--- src/rtl/route_sequencer_if.sv ---
// Handshake bundle between a route sequencer and its host / maneuver detectors.
// The slave modport is the sequencer side; master is the host and detector side.
interface route_sequencer_if #(
    parameter int NSTEPS = 8
);
    localparam int AW = $clog2(NSTEPS);

    logic          prog_we;
    logic [AW-1:0] prog_addr;
    logic [3:0]    prog_data;
    logic          start;
    logic          abort;
    logic          doneS;
    logic          doneL;
    logic          doneR;
    logic          errL;
    logic          errR;
    logic          enS;
    logic          enL;
    logic          enR;
    logic [1:0]    count;
    logic [AW-1:0] step_idx;
    logic          busy;
    logic          route_done;
    logic [1:0]    fault_code;

    modport master (
        output prog_we, prog_addr, prog_data, start, abort,
        output doneS, doneL, doneR, errL, errR,
        input  enS, enL, enR, count, step_idx, busy, route_done, fault_code
    );

    modport slave (
        input  prog_we, prog_addr, prog_data, start, abort,
        input  doneS, doneL, doneR, errL, errR,
        output enS, enL, enR, count, step_idx, busy, route_done, fault_code
    );
endinterface

--- src/rtl/route_sequencer.sv ---
// Steps through a programmable table of maneuvers, enabling one detector at a
// time, with a per-step watchdog and a quiet settle gap between steps.
module route_sequencer #(
    parameter int          NSTEPS  = 8,
    parameter logic [23:0] TIMEOUT = 24'd10_000_000,
    parameter int          SETTLE  = 4
) (
    input logic             clk,
    input logic             rst_n,
    route_sequencer_if.slave bus
);
    localparam int AW = $clog2(NSTEPS);
    localparam int SW = (SETTLE > 1) ? $clog2(SETTLE) : 1;

    localparam logic [AW-1:0] LAST_STEP   = AW'(NSTEPS - 1);
    localparam logic [AW-1:0] STEP_ONE    = AW'(1);
    localparam logic [SW-1:0] SETTLE_LAST = SW'(SETTLE - 1);
    localparam logic [SW-1:0] SETTLE_ONE  = SW'(1);
    localparam logic [23:0]   TIMER_LAST  = TIMEOUT - 24'd1;

    localparam logic [1:0] ACT_STRAIGHT = 2'b00;
    localparam logic [1:0] ACT_LEFT     = 2'b01;
    localparam logic [1:0] ACT_RIGHT    = 2'b10;
    localparam logic [1:0] ACT_STOP     = 2'b11;

    localparam logic [1:0] FC_NONE    = 2'b00;
    localparam logic [1:0] FC_TIMEOUT = 2'b01;
    localparam logic [1:0] FC_DETERR  = 2'b10;

    typedef enum logic [2:0] {
        S_IDLE,
        S_ISSUE,
        S_WAIT,
        S_SETTLE,
        S_DONE,
        S_FAULT
    } state_t;

    state_t        state_reg,    state_next;
    logic [AW-1:0] step_idx_reg, step_idx_next;
    logic [1:0]    count_reg,    count_next;
    logic [2:0]    en_reg,       en_next;      // {R, L, S}
    logic [1:0]    fault_reg,    fault_next;
    logic [23:0]   timer_reg,    timer_next;
    logic [SW-1:0] settle_reg,   settle_next;

    logic       busy;
    logic       table_we;
    logic [3:0] cur_entry;
    logic [1:0] cur_action;
    logic [1:0] cur_count;
    logic       active_done;
    logic       active_err;

    assign busy     = (state_reg == S_ISSUE) || (state_reg == S_WAIT) || (state_reg == S_SETTLE);
    assign table_we = bus.prog_we && !busy;

    // Route table: kept in flops so that reset can restore every entry to STOP.
    logic [3:0] entry_arr [NSTEPS];
    generate
        for (genvar gi = 0; gi < NSTEPS; gi++) begin : g_table
            logic [3:0] entry_reg;
            always_ff @(posedge clk or negedge rst_n) begin
                if (!rst_n) begin
                    entry_reg <= {ACT_STOP, 2'b00};
                end else if (table_we && (bus.prog_addr == AW'(gi))) begin
                    entry_reg <= bus.prog_data;
                end
            end
            assign entry_arr[gi] = entry_reg;
        end
    endgenerate

    assign cur_entry  = entry_arr[step_idx_reg];
    assign cur_action = cur_entry[3:2];
    assign cur_count  = cur_entry[1:0];

    // Only the detector whose enable is currently driven may end or fail a step.
    assign active_done = |(en_reg & {bus.doneR, bus.doneL, bus.doneS});
    assign active_err  = (en_reg[1] & bus.errL) | (en_reg[2] & bus.errR);

    always_ff @(posedge clk or negedge rst_n) begin
        if (!rst_n) begin
            state_reg    <= S_IDLE;
            step_idx_reg <= '0;
            count_reg    <= '0;
            en_reg       <= '0;
            fault_reg    <= FC_NONE;
            timer_reg    <= '0;
            settle_reg   <= '0;
        end else begin
            state_reg    <= state_next;
            step_idx_reg <= step_idx_next;
            count_reg    <= count_next;
            en_reg       <= en_next;
            fault_reg    <= fault_next;
            timer_reg    <= timer_next;
            settle_reg   <= settle_next;
        end
    end

    always_comb begin
        state_next    = state_reg;
        step_idx_next = step_idx_reg;
        count_next    = count_reg;
        en_next       = en_reg;
        fault_next    = fault_reg;
        timer_next    = timer_reg;
        settle_next   = settle_reg;

        if (bus.abort) begin
            state_next    = S_IDLE;
            en_next       = '0;
            step_idx_next = '0;
            timer_next    = '0;
            settle_next   = '0;
        end else begin
            case (state_reg)
                S_IDLE, S_DONE, S_FAULT: begin
                    en_next = '0;
                    if (bus.start) begin
                        state_next    = S_ISSUE;
                        step_idx_next = '0;
                        fault_next    = FC_NONE;
                        timer_next    = '0;
                    end
                end
                S_ISSUE: begin
                    timer_next = '0;
                    if (cur_action == ACT_STOP) begin
                        state_next = S_DONE;
                    end else begin
                        state_next = S_WAIT;
                        count_next = cur_count;
                        case (cur_action)
                            ACT_STRAIGHT: en_next = 3'b001;
                            ACT_LEFT:     en_next = 3'b010;
                            ACT_RIGHT:    en_next = 3'b100;
                            default:      en_next = 3'b000;
                        endcase
                    end
                end
                S_WAIT: begin
                    // Priority: detector error, then completion, then watchdog.
                    if (active_err) begin
                        state_next = S_FAULT;
                        fault_next = FC_DETERR;
                        en_next    = '0;
                    end else if (active_done) begin
                        state_next  = S_SETTLE;
                        settle_next = '0;
                        en_next     = '0;
                    end else if (timer_reg == TIMER_LAST) begin
                        state_next = S_FAULT;
                        fault_next = FC_TIMEOUT;
                        en_next    = '0;
                    end else begin
                        timer_next = timer_reg + 24'd1;
                    end
                end
                S_SETTLE: begin
                    en_next = '0;
                    if (settle_reg == SETTLE_LAST) begin
                        if (step_idx_reg == LAST_STEP) begin
                            state_next = S_DONE;
                        end else begin
                            state_next    = S_ISSUE;
                            step_idx_next = step_idx_reg + STEP_ONE;
                        end
                    end else begin
                        settle_next = settle_reg + SETTLE_ONE;
                    end
                end
                default: begin
                    state_next = S_IDLE;
                    en_next    = '0;
                end
            endcase
        end
    end

    assign bus.enS        = en_reg[0];
    assign bus.enL        = en_reg[1];
    assign bus.enR        = en_reg[2];
    assign bus.count      = count_reg;
    assign bus.step_idx   = step_idx_reg;
    assign bus.busy       = busy;
    assign bus.route_done = (state_reg == S_DONE);
    assign bus.fault_code = fault_reg;
endmodule

--- src/flat_wrapper.sv ---
// flat-port wrapper written by rule: the top's interface ports become plain ports
module route_sequencer_flat 
#(
    parameter int          NSTEPS  = 8,
    parameter logic [23:0] TIMEOUT = 24'd10_000_000,
    parameter int          SETTLE  = 4
)
  (clk, rst_n, bus_prog_we, bus_prog_addr, bus_prog_data, bus_start, bus_abort, bus_doneS, bus_doneL, bus_doneR, bus_errL, bus_errR, bus_enS, bus_enL, bus_enR, bus_count, bus_step_idx, bus_busy, bus_route_done, bus_fault_code);
  route_sequencer_if #(.NSTEPS(NSTEPS)) bus_i ();
  input logic clk;
  input logic rst_n;
  input wire logic [$bits(bus_i.prog_we)-1:0] bus_prog_we;
  input wire logic [$bits(bus_i.prog_addr)-1:0] bus_prog_addr;
  input wire logic [$bits(bus_i.prog_data)-1:0] bus_prog_data;
  input wire logic [$bits(bus_i.start)-1:0] bus_start;
  input wire logic [$bits(bus_i.abort)-1:0] bus_abort;
  input wire logic [$bits(bus_i.doneS)-1:0] bus_doneS;
  input wire logic [$bits(bus_i.doneL)-1:0] bus_doneL;
  input wire logic [$bits(bus_i.doneR)-1:0] bus_doneR;
  input wire logic [$bits(bus_i.errL)-1:0] bus_errL;
  input wire logic [$bits(bus_i.errR)-1:0] bus_errR;
  output wire logic [$bits(bus_i.enS)-1:0] bus_enS;
  output wire logic [$bits(bus_i.enL)-1:0] bus_enL;
  output wire logic [$bits(bus_i.enR)-1:0] bus_enR;
  output wire logic [$bits(bus_i.count)-1:0] bus_count;
  output wire logic [$bits(bus_i.step_idx)-1:0] bus_step_idx;
  output wire logic [$bits(bus_i.busy)-1:0] bus_busy;
  output wire logic [$bits(bus_i.route_done)-1:0] bus_route_done;
  output wire logic [$bits(bus_i.fault_code)-1:0] bus_fault_code;
  assign bus_i.prog_we = bus_prog_we;
  assign bus_i.prog_addr = bus_prog_addr;
  assign bus_i.prog_data = bus_prog_data;
  assign bus_i.start = bus_start;
  assign bus_i.abort = bus_abort;
  assign bus_i.doneS = bus_doneS;
  assign bus_i.doneL = bus_doneL;
  assign bus_i.doneR = bus_doneR;
  assign bus_i.errL = bus_errL;
  assign bus_i.errR = bus_errR;
  assign bus_enS = bus_i.enS;
  assign bus_enL = bus_i.enL;
  assign bus_enR = bus_i.enR;
  assign bus_count = bus_i.count;
  assign bus_step_idx = bus_i.step_idx;
  assign bus_busy = bus_i.busy;
  assign bus_route_done = bus_i.route_done;
  assign bus_fault_code = bus_i.fault_code;
  route_sequencer #(.NSTEPS(NSTEPS), .TIMEOUT(TIMEOUT), .SETTLE(SETTLE)) u_core (.clk(clk), .rst_n(rst_n), .bus(bus_i));
endmodule
--- config.mk ---
export PLATFORM = sky130hd
export DESIGN_NAME = route_sequencer_flat
export DESIGN_NICKNAME = d
export VERILOG_FILES = /design/src/rtl/route_sequencer_if.sv /design/src/rtl/route_sequencer.sv /design/src/flat_wrapper.sv
export SDC_FILE = /design/constraint.sdc
export NUM_CORES = 1
export LEC_CHECK = 0
export BUFFER_PORTS_ARGS = -buffer_cell sky130_fd_sc_hd__clkbuf_2
export CAP_MARGIN = 40
export CORE_AREA = 4 4 130 82
export DETAILED_ROUTE_END_ITERATION = 10
export DIE_AREA = 0 0 134 86
export PLACE_DENSITY = 0.61
export SYNTH_ARGS = -nofsm -noshare
export SYNTH_HDL_FRONTEND = slang
export SYNTH_SLANG_ARGS = --single-unit
--- constraint.sdc ---
create_clock -name clk -period 5.4 [get_ports clk]
set_input_delay 1.08 -clock clk [delete_from_list [all_inputs] [get_ports clk]]
set_output_delay 1.08 -clock clk [all_outputs]
set_load 0.02 [all_outputs]
# Word level (Yosys, flattened, before mapping)
# Index checks and enable logic that the tools add are counted.
# Widths: inputs -> output; s select.
[op_classes]
addsub = 3
magnitude_cmp = 1
n_eq_ne = 31
muxes = 40
bitwise = 7
reduce_logical = 28
[ops]
columns = ["cell", "count"]
rows = [
  ["$mux 24", 5],
  ["$pmux 24 s3", 1],
  ["$mux 3", 17],
  ["$ne 3x3->1 const B", 9],
  ["$add 24x1->24 const B", 1],
  ["$eq 24x24->1 const B", 1],
  ["$eq 3x3->1 const B", 7],
  ["$mux 2", 8],
  ["$bmux 4 s3", 1],
  ["$eq 3x2->1 const B", 4],
  ["$pmux 3 s2", 2],
  ["$pmux 3 s4", 1],
  ["$reduce_and 5->1", 2],
  ["$logic_and 1x1->1", 9],
  ["$pmux 3 s3", 1],
  ["$mux 4", 2],
  ["$pmux 2 s2", 2],
  ["$reduce_and 4->1", 2],
  ["$eq 2x2->1 const B", 3],
  ["$eq 3x1->1 const B", 2],
  ["$logic_not 3->1", 2],
  ["$ne 3x2->1 const B", 2],
  ["$reduce_and 3->1", 2],
  ["$reduce_bool 3->1", 2],
  ["18 further kinds", 22],
]
[totals]
register_bits = 71
inputBits = 17
output_inout_bits = 12
elab_cells = 125

# Depth between registers and ports, before layout
[depth]
depth_word = 9
ltp_mapped = 8
mapped_depth_nobuf = 7

# Worst setup path before layout
# No wires, ideal clock.
[synth_timing]
kind = "in2reg"
from = "input bus_doneR"
to = "register u_core.en_reg[1]"
setup_ps = 121
arrival_time_ps = 2635
required_ps = 5279
path_slack_ps = 2643
cell_stages = 7
n_path_buf = 2
cell_sequence = "a222oi_1 > inv_2 > a2111o_1 > buf_2 > buf_6 > a21oi_1 > a21oi_1"
[synth_between]
elab_chain_cells = 6
word_cells_on_any_way = 8
classes_between = "eq/ne: 1; mux: 4; bitwise: 1; reduce/logical: 2"
[synth_rtl]
columns = ["item", "line_no", "rtl"]
rows = [
  ["start, declared", "flat_wrapper.sv:19", "input wire logic [$bits(bus_i.doneR)-1:0] bus_doneR;"],
  ["$and 3x3->3 (*)", "route_sequencer.sv:79", "assign active_done = |(en_reg & {bus.doneR, bus.doneL, bus.doneS});"],
  ["$reduce_or 3->1 (*)", "route_sequencer.sv:79", ""],
  ["$mux 3", "route_sequencer.sv:149", "end else if (active_done) begin"],
  ["$mux 3", "route_sequencer.sv:145", "if (active_err) begin"],
  ["$pmux 3 s2", "route_sequencer.sv:118", "case (state_reg)"],
  ["$mux 3", "route_sequencer.sv:111", "if (bus.abort) begin"],
  ["end signal, assigned", "route_sequencer.sv:95", "en_reg <= en_next;"],
  ["end, declared", "route_sequencer.sv:42", "logic [2:0] en_reg, en_next;"],
]
# Mark *: on every way between the ends. The rest lies on a longest branch, timed or not.
# A chain may end at the register's enable or synchronous reset.

# Worst setup path in the final report
[layout_timing]
from = "input bus_errL"
to = "register u_core.timer_reg[21]"
[layout_between]
elab_chain_cells = 4
[layout_rtl]
columns = ["item", "line_no", "rtl"]
rows = [
  ["start, declared", "flat_wrapper.sv:20", "input wire logic [$bits(bus_i.errL)-1:0] bus_errL;"],
  ["$and 1x1->1", "route_sequencer.sv:80", "assign active_err = (en_reg[1] & bus.errL) | (en_reg[2] & bus.errR);"],
  ["$or 1x1->1", "route_sequencer.sv:80", ""],
  ["$ne 3x3->1 (no line)", "-", ""],
  ["$reduce_and 5->1 (no line)", "-", ""],
  ["end signal, assigned", "route_sequencer.sv:97", "timer_reg <= timer_next;"],
  ["end, declared", "route_sequencer.sv:44", "logic [23:0] timer_reg, timer_next;"],
]
# Every way passes these cells.

==> flow_metrics.tcl <==
set metrics [dict create \
    synth_edf_count 0 \
    min_from "u_core.bus.count[0]$_DFFE_PN0P_" \
    instances_no_fill 514 \
    worst_pin_slew_ns 0.809 \
    wl_per_cell_um 17.5 \
    largest_reg_flops 32 \
    hold_path.class "reg2reg" \
    ys_seq_elements 71 \
    rr_worst_depth 7 \
    final-hold-violation-count 0 \
    cts_setup_buffers 0 \
    cp-end-kind "flip-flop" \
    grt_max_degree 30 \
    avgSynthCellArea_um2 10.8 \
    nNetsFinal 395 \
    cap_viol_max_count 0 \
    die_width_um 134 \
    grt_pass1_vias 2900 \
    track_usage_pct 17.2 \
    fp.dieH_um 86 \
    whs_ns 0.485 \
    post-route-drc-count 0 \
    dieArea_mm2 0.0115 \
    gp_routability_congestion 0.830 \
    synth_nets 365 \
    synthFlopType "dfrtp_1" \
    setup_ws_ns 2.58 \
    areaGrowthSynthToFinish_pct 15.8 \
    grt_pass1_wl_um 15500 \
    diodes 0 \
    cts_root_buffer "clkbuf_16" \
    synthCells 344 \
    hold_buffers 0 \
    design.portCount 29 \
    vias 2866 \
    synth_top_area_cell "dfrtp_1" \
    finalWirelength_um 8980 \
    synth_cell_types 50 \
    rr_startpoint "u_core.timer_reg[0]$_DFFE_PN0P_" \
    cts_buffers 9 \
    ir_drop_mv 0.236 \
    dp_hpwl_um 6420 \
    critPathKind "in2reg" \
    power_density_mw_per_mm2 430 \
    ys_warn_count 0 \
    yosysTopAreaCellShare_pct 37.1 \
    post_cts_resize_count 0 \
    mostFrequentLayoutCells "dfrtp_1 (55), mux2_2 (33), o21ai_0 (31), nor2_1 (27), clkbuf_2 (27)" \
    p_leak_nw 1.79 \
    clkLatencyLatePin_ns 0.34 \
    cts_buffer_depth 2 \
    finalPower_mw 1.85 \
    ys_seq_area_share_pct 48.4 \
    status "finished, final reports clean" \
    drt_iter0_drc 302 \
    fin_setup_tns_ns 0 \
    yosys-top-cells-area "dfrtp_1 (37%), dfstp_2 (11%), mux2_2 (10%)" \
    dpl.cell_count 498 \
    hold_path_depth 2 \
    vias_per_cell 5.58 \
    maxSlewHeadroom_pct 45.7 \
    drt_first_pass_iters 5 \
    cp.arrival_ns 3.06 \
    period_minus_slack_ns 2.82 \
    antenna_found_initial 0 \
    netlist_area_mm2 0.00371 \
    crit_path_max_fanout 10 \
    finalSetupViolations 0 \
    ant_nets 0 \
    fillerInstances 898 \
    setup.worst_path.start "bus_errL" \
    post-place-ws_ns 2.26 \
    cts_tree "built" \
    period_share_pct 52.2 \
    io_buffers 28 \
    rsz0062_at_grt "false" \
    initial_core_util_pct 38.8 \
    final_layout_size_suffix_gt1_share_pct 29.6 \
    slew_viol_final 0 \
    clock-sinks 71 \
    core-area_mm2 0.00956 \
    async_flop_share_pct 100 \
    start_kind "input pin" \
    grt.overflow.total 0 \
    final_common_cell "dfrtp_1" \
    max_freq_mhz 354 \
    fin_worst_skew_ns 0.00766 \
    htree_num_levels 3 \
    clk_pin_slew_ns 0.06 \
    row_count 28 \
    cp_data_required_time_ns 5.64 \
]
==> final cells by class <==
type	count	area (um^2)	area share [%]
flip-flops and latches	71	1800	41.8
clock inverters	3	15.0	0.349
multi-input cells	255	1830	42.5
inverters	3	11.3	0.262
well taps	135	169	3.93
repair buffers	34	198	4.60
clock buffers	13	282	6.55
==> synthesized netlist by cell type (all sizes together) (3+ instances only) <==
library cell / instances
dfrtp: 55
o21ai: 38
mux2: 33
nor2: 27
nand2: 23
a21oi: 19
dfstp: 16
nand3: 14
clkbuf: 8
mux4: 8
nand2b: 8
and3: 7
buf: 7
nor3: 7
o31ai: 7
mux2i: 6
nand4: 5
and2: 4
and4: 4
ha: 4
nand3b: 4
nor3b: 4
a2111oi: 3
a22o: 3
a41oi: 3
inv: 3
nor4b: 3
==> path summary, 6_finish.rpt <==
path                                                              end  slack (ns)
min                                   u_core.bus.count[0]$_DFFE_PN0P_        0.49
max                                  u_core.timer_reg[21]$_DFFE_PN0P_        2.58
min reg2reg                           u_core.bus.count[0]$_DFFE_PN0P_        0.49
max in group asynchronous  u_core.g_table[0].entry_reg[3]$_DFFE_PN1P_        3.79
max reg2reg                          u_core.timer_reg[23]$_DFFE_PN0P_        2.81
min in group asynchronous          u_core.bus.step_idx[2]$_DFFE_PN0P_        0.65
==> worst max-delay path, stage by stage <==
cell and delay, ns:
clkbuf_2 0.08, a22oi_1 0.39, nand2_1 0.24, a2111oi_2 0.65
buf_4 0.29, nand3_1 0.10, o31ai_1 0.23
==> power breakdown <==
group	switching, mW	internal (mW)	leakage (nW)
logic	0.230	0.222	0.742
registers	0.0920	0.719	0.900
clock network	0.221	0.362	0.151
==> through the flow <==
step / area (um^2) / util (%)
after floorplan: 3710 / -
after global placement: 3980 / 41.6
after detailed placement: 4000 / 41.8
after CTS: 4300 / 44.9
after global routing: 4300 / 44.9
final: 4300 / 44.9
==> per-layer routing <==
metal | share of wire, % | wire, um | track usage, %
met1 | 52 | 4690 | 26.3
met2 | 41 | 3700 | 23.9
met3 | 5.2 | 464 | 4.10
met4 | 1.4 | 128 | 5.51
met5 | 0 | 0 | 0
==> cell families (layout without fill, tap and decap cells) <==
kind of cell    Yosys count  after routing  synth area share [%]
compound gates           91             91                  15.6
fa+ha+maj                 4              4                  1.35
buf+inv                  18             53                  2.39
flops                    71             71                  48.4
mux                      47             47                  16.5
simple gates            113            113                  15.8
No activity file was read; power rests on OpenSTA's default activity.
